===== config.mk =====
export PLATFORM = sky130hd
export DESIGN_NAME = knn_sched_flat
export DESIGN_NICKNAME = d
export VERILOG_FILES = /design/src/rtl/knn_sched_if.sv /design/src/rtl/knn_sched.sv /design/src/flat_wrapper.sv
export SDC_FILE = /design/constraint.sdc
export NUM_CORES = 1
export LEC_CHECK = 0
export ABC_AREA = 1
export CAP_MARGIN = 15
export CORE_UTILIZATION = 27
export DETAILED_ROUTE_END_ITERATION = 10
export GPL_TIMING_DRIVEN = 0
export PLACE_DENSITY = 0.48
export SLEW_MARGIN = 20
export SYNTH_ARGS = -nofsm -noshare
export SYNTH_HDL_FRONTEND = slang
export SYNTH_SLANG_ARGS = --single-unit

===== constraint.sdc =====
create_clock -name clk -period 2.6 [get_ports clk]
set_clock_uncertainty 0.15 [all_clocks]
set_input_delay 0.78 -clock clk [delete_from_list [all_inputs] [get_ports clk]]
set_output_delay 0.78 -clock clk [all_outputs]
set_load 0.005 [all_outputs]

===== src/rtl/knn_sched_if.sv =====
// knn_sched_if -- signal bundle between the kNN scheduler and its environment.
//   RAM1 read port : RAM1_A, RAM1_OE (to RAM), RAM1_Q (from RAM)
//   RAM2 write port: RAM2_A, RAM2_D, RAM2_WE (to RAM)
//   MAN banks      : RAM1_Q_latch, wen, MAN_A_W, q_ld (to banks), res_idx (from min tree)
//   Control        : start (in), busy, done (out)
// master = scheduler side, slave = memories / banks / controller side.
interface knn_sched_if;
    logic        start;
    logic [23:0] RAM1_Q;
    logic [19:0] RAM1_A;
    logic        RAM1_OE;
    logic [19:0] RAM2_A;
    logic [23:0] RAM2_D;
    logic        RAM2_WE;
    logic [23:0] RAM1_Q_latch;
    logic [7:0]  wen;
    logic [2:0]  MAN_A_W;
    logic        q_ld;
    logic [5:0]  res_idx;
    logic        busy;
    logic        done;

    modport master (
        input  start, RAM1_Q, res_idx,
        output RAM1_A, RAM1_OE, RAM2_A, RAM2_D, RAM2_WE,
               RAM1_Q_latch, wen, MAN_A_W, q_ld, busy, done
    );

    modport slave (
        output start, RAM1_Q, res_idx,
        input  RAM1_A, RAM1_OE, RAM2_A, RAM2_D, RAM2_WE,
               RAM1_Q_latch, wen, MAN_A_W, q_ld, busy, done
    );
endinterface


===== src/rtl/knn_sched.sv =====
// knn_sched -- sequences a kNN run: loads 64 reference points from RAM1 into
// eight MAN banks, then streams NUM_QUERY query points (RAM1 address 64+q)
// through the distance/min pipeline and writes each nearest index to RAM2[q].
// Ports:
//   clk  - sole clock, rising edge
//   rst  - synchronous active-high reset
//   bus  - knn_sched_if.master (RAM1 read, RAM2 write, MAN bank, start/busy/done)
module knn_sched #(
    parameter int unsigned NUM_QUERY = 1024,
    parameter int unsigned PIPE_LAT  = 3
) (
    input  logic            clk,
    input  logic            rst,
    knn_sched_if.master     bus
);
    typedef enum logic [2:0] {
        IDLE, LOAD_REF, LOAD_Q, WAIT_PIPE, WRITE, DONE
    } state_t;

    localparam logic [19:0] Q_LAST    = 20'(NUM_QUERY - 1);
    localparam logic [3:0]  WAIT_LAST = 4'(PIPE_LAT - 1);
    localparam logic [6:0]  REF_LAST  = 7'd65;

    state_t      state, state_nx;
    logic [6:0]  ref_cnt;   // cycle index inside LOAD_REF, 0..65, stops at 65
    logic [5:0]  ref_t;     // reference slot whose data is in the latch this cycle
    logic        q_phase;   // LOAD_Q: 0 = address issue, 1 = data latch
    logic [3:0]  wait_cnt;
    logic [19:0] q;
    logic        oe_d;      // a read was issued last cycle, so RAM1_Q is valid now
    logic [23:0] q_latch;
    logic [19:0] ram2_a_hold;
    logic [23:0] ram2_d_hold;

    always_ff @(posedge clk) begin
        if (rst) begin
            state       <= IDLE;
            ref_cnt     <= '0;
            q_phase     <= 1'b0;
            wait_cnt    <= '0;
            q           <= '0;
            oe_d        <= 1'b0;
            q_latch     <= '0;
            ram2_a_hold <= '0;
            ram2_d_hold <= '0;
        end else begin
            state <= state_nx;
            oe_d  <= bus.RAM1_OE;
            if (oe_d)
                q_latch <= bus.RAM1_Q;
            case (state)
                IDLE, DONE: begin
                    if (bus.start) begin
                        ref_cnt <= '0;
                        q       <= '0;
                    end
                end
                LOAD_REF: begin
                    if (ref_cnt != REF_LAST)
                        ref_cnt <= ref_cnt + 7'd1;
                end
                LOAD_Q:    q_phase  <= ~q_phase;
                WAIT_PIPE: wait_cnt <= (wait_cnt == WAIT_LAST) ? '0 : wait_cnt + 4'd1;
                WRITE: begin
                    ram2_a_hold <= q;
                    ram2_d_hold <= {18'b0, bus.res_idx};
                    if (q != Q_LAST)
                        q <= q + 20'd1;
                end
                default: ;
            endcase
        end
    end

    // Reads are issued at ref_cnt = t and the bank write happens two cycles
    // later, so the slot being written is ref_cnt - 2 (mod 64 covers t=62,63).
    assign ref_t = ref_cnt[5:0] - 6'd2;

    always_comb begin
        state_nx    = state;
        bus.RAM1_A  = '0;
        bus.RAM1_OE = 1'b0;
        bus.RAM2_WE = 1'b0;
        bus.wen     = '0;
        bus.MAN_A_W = '0;
        bus.q_ld    = 1'b0;
        case (state)
            IDLE, DONE: begin
                if (bus.start)
                    state_nx = LOAD_REF;
            end
            LOAD_REF: begin
                if (!ref_cnt[6]) begin
                    bus.RAM1_OE = 1'b1;
                    bus.RAM1_A  = {14'b0, ref_cnt[5:0]};
                end
                if (ref_cnt >= 7'd2) begin
                    bus.wen     = 8'b0000_0001 << ref_t[5:3];
                    bus.MAN_A_W = ref_t[2:0];
                end
                if (ref_cnt == REF_LAST)
                    state_nx = LOAD_Q;
            end
            LOAD_Q: begin
                if (!q_phase) begin
                    bus.RAM1_OE = 1'b1;
                    bus.RAM1_A  = q + 20'd64;
                end else begin
                    state_nx = WAIT_PIPE;
                end
            end
            WAIT_PIPE: begin
                bus.q_ld = (wait_cnt == '0);
                if (wait_cnt == WAIT_LAST)
                    state_nx = WRITE;
            end
            WRITE: begin
                bus.RAM2_WE = 1'b1;
                state_nx    = (q == Q_LAST) ? DONE : LOAD_Q;
            end
            default: state_nx = IDLE;
        endcase
    end

    assign bus.RAM1_Q_latch = q_latch;
    // The nearest index is only valid during WRITE, so the write bus shows it
    // live in that cycle and replays the held copy afterwards.
    assign bus.RAM2_A = (state == WRITE) ? q : ram2_a_hold;
    assign bus.RAM2_D = (state == WRITE) ? {18'b0, bus.res_idx} : ram2_d_hold;
    assign bus.busy   = (state != IDLE) && (state != DONE);
    assign bus.done   = (state == DONE);
endmodule


===== src/flat_wrapper.sv =====
// flat-port wrapper written by rule: the top's interface ports become plain ports
module knn_sched_flat 
#(
    parameter int unsigned NUM_QUERY = 1024,
    parameter int unsigned PIPE_LAT  = 3
)
  (clk, rst, bus_start, bus_RAM1_Q, bus_res_idx, bus_RAM1_A, bus_RAM1_OE, bus_RAM2_A, bus_RAM2_D, bus_RAM2_WE, bus_RAM1_Q_latch, bus_wen, bus_MAN_A_W, bus_q_ld, bus_busy, bus_done);
  knn_sched_if bus_i ();
  input  logic clk;
  input  logic rst;
  input wire logic [$bits(bus_i.start)-1:0] bus_start;
  input wire logic [$bits(bus_i.RAM1_Q)-1:0] bus_RAM1_Q;
  input wire logic [$bits(bus_i.res_idx)-1:0] bus_res_idx;
  output wire logic [$bits(bus_i.RAM1_A)-1:0] bus_RAM1_A;
  output wire logic [$bits(bus_i.RAM1_OE)-1:0] bus_RAM1_OE;
  output wire logic [$bits(bus_i.RAM2_A)-1:0] bus_RAM2_A;
  output wire logic [$bits(bus_i.RAM2_D)-1:0] bus_RAM2_D;
  output wire logic [$bits(bus_i.RAM2_WE)-1:0] bus_RAM2_WE;
  output wire logic [$bits(bus_i.RAM1_Q_latch)-1:0] bus_RAM1_Q_latch;
  output wire logic [$bits(bus_i.wen)-1:0] bus_wen;
  output wire logic [$bits(bus_i.MAN_A_W)-1:0] bus_MAN_A_W;
  output wire logic [$bits(bus_i.q_ld)-1:0] bus_q_ld;
  output wire logic [$bits(bus_i.busy)-1:0] bus_busy;
  output wire logic [$bits(bus_i.done)-1:0] bus_done;
  assign bus_i.start = bus_start;
  assign bus_i.RAM1_Q = bus_RAM1_Q;
  assign bus_i.res_idx = bus_res_idx;
  assign bus_RAM1_A = bus_i.RAM1_A;
  assign bus_RAM1_OE = bus_i.RAM1_OE;
  assign bus_RAM2_A = bus_i.RAM2_A;
  assign bus_RAM2_D = bus_i.RAM2_D;
  assign bus_RAM2_WE = bus_i.RAM2_WE;
  assign bus_RAM1_Q_latch = bus_i.RAM1_Q_latch;
  assign bus_wen = bus_i.wen;
  assign bus_MAN_A_W = bus_i.MAN_A_W;
  assign bus_q_ld = bus_i.q_ld;
  assign bus_busy = bus_i.busy;
  assign bus_done = bus_i.done;
  knn_sched #(.NUM_QUERY(NUM_QUERY), .PIPE_LAT(PIPE_LAT)) u_core (.clk(clk), .rst(rst), .bus(bus_i));
endmodule

# After elaboration in Yosys (flattened, before gate mapping)
# Index checks and enable logic that the tools add are counted.
[totals]
regBits = 104
latchBits = 0
mem_bits_rw = 0
mem_bits_ro = 0
inputBits = 33
out_inout_bits = 104
word_cells = 71
mem_count = 0
[classes]
n_addsub = 5
multipliers = 0
div = 0
n_lt_le_gt_ge = 1
n_eq_ne = 17
shifts = 1
mux = 27
bitwise = 1
n_reduce_logical = 10
[ops]
columns = ["op", "n"]
rows = [
  ["$mux W20", 4],
  ["$pmux W20 S2", 2],
  ["$mux W24", 1],
  ["$mux W3", 7],
  ["$add A20 B1 Y20 const B", 1],
  ["$add A20 B7 Y20 const B", 1],
  ["$eq A20 B10 Y1 const B", 1],
  ["$ne A20 B10 Y1 const B", 1],
  ["$mux W8", 2],
  ["$pmux W3 S5", 1],
  ["$mux W7", 2],
  ["$pmux W7 S2", 1],
  ["$ne A2 B1 Y1 const B", 5],
  ["$shl A1 B3 Y8 const A", 1],
  ["$add A7 B1 Y7 const B", 1],
  ["$eq A7 B7 Y1 const B", 1],
  ["$ge A7 B2 Y1 const B", 1],
  ["$ne A7 B7 Y1 const B", 1],
  ["$eq A3 B2 Y1 const B", 2],
  ["$eq A3 B3 Y1 const B", 2],
  ["$mux W6", 1],
  ["$reduce_and A3 Y1", 2],
  ["$sub A6 B2 Y6 const B", 1],
  ["$add A4 B1 Y4 const B", 1],
  ["other kinds (15)", 19],
]

# Longest topological paths before layout
[depth]
word_depth = 4
mapped_depth = 12

# Least setup slack after synthesis
# Ideal clock, no wire load.
[synth_timing]
path_type = "register to output"
start = "register u_core.ref_cnt[1]"
end = "output bus_wen[4]"
arrival_time_ns = 1.383
slack_ns = 0.287
path_stages_with_launch = 9
path_buffers = 0
path_cell_list = "dfxtp_1 > inv_1 > ha_1 > nand2_1 > nor2_1 > nand3_1 > nand2_1 > or2_1 > nor2_1"
[synth_via]
elab_chain_cells = 4
word_cells_on_any_way = 5
classes_between = "add/sub: 1; order compare: 1; shift: 1; mux: 2"
[synth_lines]
columns = ["element", "line", "rtl"]
rows = [
  ["start: declaration", "knn_sched.sv:25", "logic [6:0] ref_cnt;"],
  ["start signal: assignment", "knn_sched.sv:60", "ref_cnt <= ref_cnt + 7'd1;"],
  ["$sub A6 B2 Y6", "knn_sched.sv:77", "assign ref_t = ref_cnt[5:0] - 6'd2;"],
  ["$shl A1 B3 Y8", "knn_sched.sv:98", "bus.wen = 8'b0000_0001 << ref_t[5:3];"],
  ["$mux W8 (*)", "knn_sched.sv:97", "if (ref_cnt >= 7'd2) begin"],
  ["$mux W8 (*)", "knn_sched.sv:87", "case (state)"],
  ["end: declaration", "flat_wrapper.sv:20", "output wire logic [$bits(bus_i.wen)-1:0] bus_wen;"],
]
# Every way passes the cells marked *; elsewhere a longest branch is shown, timed or not.

# Worst setup path in the final report
[layout_timing]
start = "register u_core.state[1]"
end = "output bus_RAM2_D[4]"
[layout_via]
elab_chain_cells = 2
[layout_lines]
columns = ["element", "line", "rtl"]
rows = [
  ["start: declaration", "knn_sched.sv:24", "state_t state, state_nx;"],
  ["start signal: assignment", "knn_sched.sv:47", "state <= state_nx;"],
  ["$eq A3 B3 Y1", "knn_sched.sv:129", "assign bus.RAM2_D = (state == WRITE) ? {18'b0, bus.res_idx} : ram2_d_hold;"],
  ["$mux W24", "n/a", ""],
  ["end: declaration", "flat_wrapper.sv:17", "output wire logic [$bits(bus_i.RAM2_D)-1:0] bus_RAM2_D;"],
]
# No other way between the ends.

==> metrics <==
worst setup slack before clock tree synthesis=-671 ps; max frequency=between 300 and 400 MHz; dominant register cell in the synthesized netlist=sky130_fd_sc_hd__dfxtp_1; critical path arrival=1880 ps; post-DR vias/cell=4.61; cts hold-fix bufs=0; antenna violation net count after detailed routing=0; synthesized net count=830; Die X=~140 um; largest vdd supply drop=380 uV; Max-slew headroom=54.3%; path category of the worst min-delay check=reg2reg; Post-layout nets=1086; power density of the placed cells=659 nW/um^2; number of antenna violations at the first check in global routing=0; I/O pin cnt=137; Inst Count DP=1160; hold violation total from the final report=0; critical path class=reg2out; share of async-settable or async-resettable flops after synthesis=0%; synth-to-layout area growth=71.2%; PortBufs=around 140; DIE AREA=~20000 sq um; depth of the most critical reg-to-reg path=19; violations in the final reports=negative setup slack; cts bufs inserted=9; number of max-slew violations in the final report=0; via total after detailed routing=5928; standby leakage power=between 0.004 and 0.005 uW; vias in the first global route=5900; RSZ-0062 raised after global routing=yes; Hold Path Depth=2; Final Critical Period=2810 ps; capturing point of the worst reg2reg path=u_core.ram2_d_hold[5]; vertical extent of the die=141 um; overall fraction of global-route tracks in use=20.0%; hold path startpoint=u_core.ram2_d_hold[18]; slew of the pin with the lowest slew margin=686 ps; share of synthesized area occupied by flip-flops and latches=40.2%; Area contributors post-synth=sky130_fd_sc_hd__dfxtp_1 (40%), sky130_fd_sc_hd__nor2_1 (12%), sky130_fd_sc_hd__nand2_1 (10%), sky130_fd_sc_hd__inv_1 (7.8%), sky130_fd_sc_hd__o21ai_0 (6.1%); CTS H-Tree Depth=3; #FFs+latches synth=approximately 100; Max-cap violations=0; endpoint type of the worst setup path=output pin; Pre-antenna DRT Iters=6; distinct cell type count after synthesis=37; endpoint of the worst hold path=u_core.ram2_d_hold[18]; CTS tree=built; number of failing setup endpoints in the final timing report=65; layout cell share with drive strength beyond 1=39.0%; proportion of netlist area held by the largest area contributor=around 40%; leading cell types by count after synthesis=sky130_fd_sc_hd__nor2_1 (159), sky130_fd_sc_hd__nand2_1 (139), sky130_fd_sc_hd__inv_1 (108); root buffer cell=sky130_fd_sc_hd__clkbuf_16; Netlist Area Pre-Place=5180 sq um; average wire per cell in the routed design=15.2 um; maximum root-to-sink buffer count=2; Post-Route Utilization=47.3%; Iter 0 DRT Violations=309; count of flip-flops with a built-in enable after synthesis=0; cell taking the most area after synthesis=sky130_fd_sc_hd__dfxtp_1; effective utilization at floorplan=27.6%; routed wire length=19600 um; Rows=50; cells after synthesis=790; fraction of the cycle the final worst path needs=108%; Placer Congestion=0.892; CTS clock-pin slew for the worst setup and hold paths=roughly 70 ps; required time of the critical path=between 1500 and 2000 ps; clk_lat worst skew=360 ps; first-pass GRT wire length=approximately 30000 um; library cell with the highest instance count after synthesis=sky130_fd_sc_hd__nor2_1; remaining global-route overflow=0; number of clock sinks seen by CTS=104; setup slack of the worst register-to-register path=approximately 100 ps; placed wire-length estimate after detailed placement=roughly 12000 um; run status=finished with violations; CORE AREA=approximately 19000 sq um; slack of the critical path=-214 ps; critical path peak fanout=4; syn avg cell area=approximately 6.6 sq um; maximum number of pins on one net before global-route repair=20; nature of the critical path startpoint=flip-flop; origin of the critical flop-to-flop path=u_core.state[1]; number of synthesis warnings=0; Inserted Diodes=0; post-route insts no fill=1285; number of DRC violations after detailed routing=0
## worst max path at each step
stage,start,endpoint,depth (start not counted)
finish,u_core.state[1],bus_RAM2_D[4],10
detailed placement,u_core.state[1],bus_RAM2_A[1],8
global placement,u_core.state[1],bus_RAM2_A[1],8
global route,u_core.state[1],bus_RAM2_D[3],10
CTS,u_core.state[0],bus_RAM2_D[4],10
floorplan,u_core.ref_cnt[1],bus_wen[4],8
## layout by cell type, fill, tap and decap left out, types with 25 or more instances in the layout
master,netlist,layout
sky130_fd_sc_hd__buf_6,0,57
sky130_fd_sc_hd__nor2_1,159,117
sky130_fd_sc_hd__o21ai_0,63,36
sky130_fd_sc_hd__a21oi_1,41,34
sky130_fd_sc_hd__nand3_1,45,38
sky130_fd_sc_hd__buf_2,9,67
sky130_fd_sc_hd__dfxtp_1,104,86
sky130_fd_sc_hd__nand2_1,139,117
sky130_fd_sc_hd__inv_1,108,95
sky130_fd_sc_hd__clkdlybuf4s50_1,0,57
sky130_fd_sc_hd__buf_4,5,58
sky130_fd_sc_hd__nor2_2,3,25
## logic make-up after synthesis
logic type               share of synthesized area, %
buffers and inverters                            11.5
adder cells (fa/ha/maj)                          1.69
XOR/XNOR                                        0.845
flip-flops                                       40.2
AND/OR/NAND/NOR                                  33.8
AO/OA/AOI/OAI                                    12.0
## report_power, final
part / internal, uW / switching (uW)
clock network: 677 / 685
logic: 1210 / 1320
registers: 1790 / 161
## sequential cells by signal, indices dropped and copies added (netlist names)
register,flops
u_core.bus.RAM1_Q_latch,24
u_core.ram2_d_hold,24
u_core.q,20
u_core.ram2_a_hold,20
u_core.ref_cnt,7
u_core.wait_cnt,4
u_core.state,3
u_core.oe_d,1
u_core.q_phase,1
## final cells by class
cell class,instances,area [sq um]
multi-input cells,539,3300
flip-flops and latches,104,2130
fillers,1911,9890
plain buffers,31,250
clock inverters,6,62.6
well taps,234,293
repair buffers,250,2160
clock buffers,10,229
inverters,111,448
## layer usage
layer / vias up / track usage (%) / part of all wire (%)
met1: 2759 / 25.4 / 44
met5: - / 0 / 0
li1: 2999 / - / -
met3: 30 / 1.87 / 4.2
met2: 140 / 35.4 / 50
met4: 0 / 6.86 / 1.8
## stage by stage
stage	hold slack [ps]	setup TNS (ps)	area (sq um)	total power, uW
2_1_floorplan	275	0	5180	2820
3_3_place_gp	284	-39100	6840	3580
3_5_place_dp	287	-38560	6840	3590
4_1_cts	299	-6850	8570	5700
5_1_grt	330	-11600	8870	6210
6_report	296	-6760	8870	5850
## worst max-delay path: stages (launching register included)
cell and delay [ps]:
sky130_fd_sc_hd__dfxtp_4 360, sky130_fd_sc_hd__inv_4 40, sky130_fd_sc_hd__nand3_4 100, sky130_fd_sc_hd__clkinvlp_4 160, sky130_fd_sc_hd__buf_6 160, sky130_fd_sc_hd__buf_8 120, sky130_fd_sc_hd__buf_12 120, sky130_fd_sc_hd__or2_4 240
sky130_fd_sc_hd__o21ai_2 60, sky130_fd_sc_hd__inv_1 50, sky130_fd_sc_hd__buf_2 120
## repair_timing
action,4_1_cts,5_1_grt
buffers inserted,101,17
cloned,2,0
endpoints found under the setup margin,79,78
pin swaps,34,22
gates resized for setup,606,79
Power figures use the tool's default switching activity.
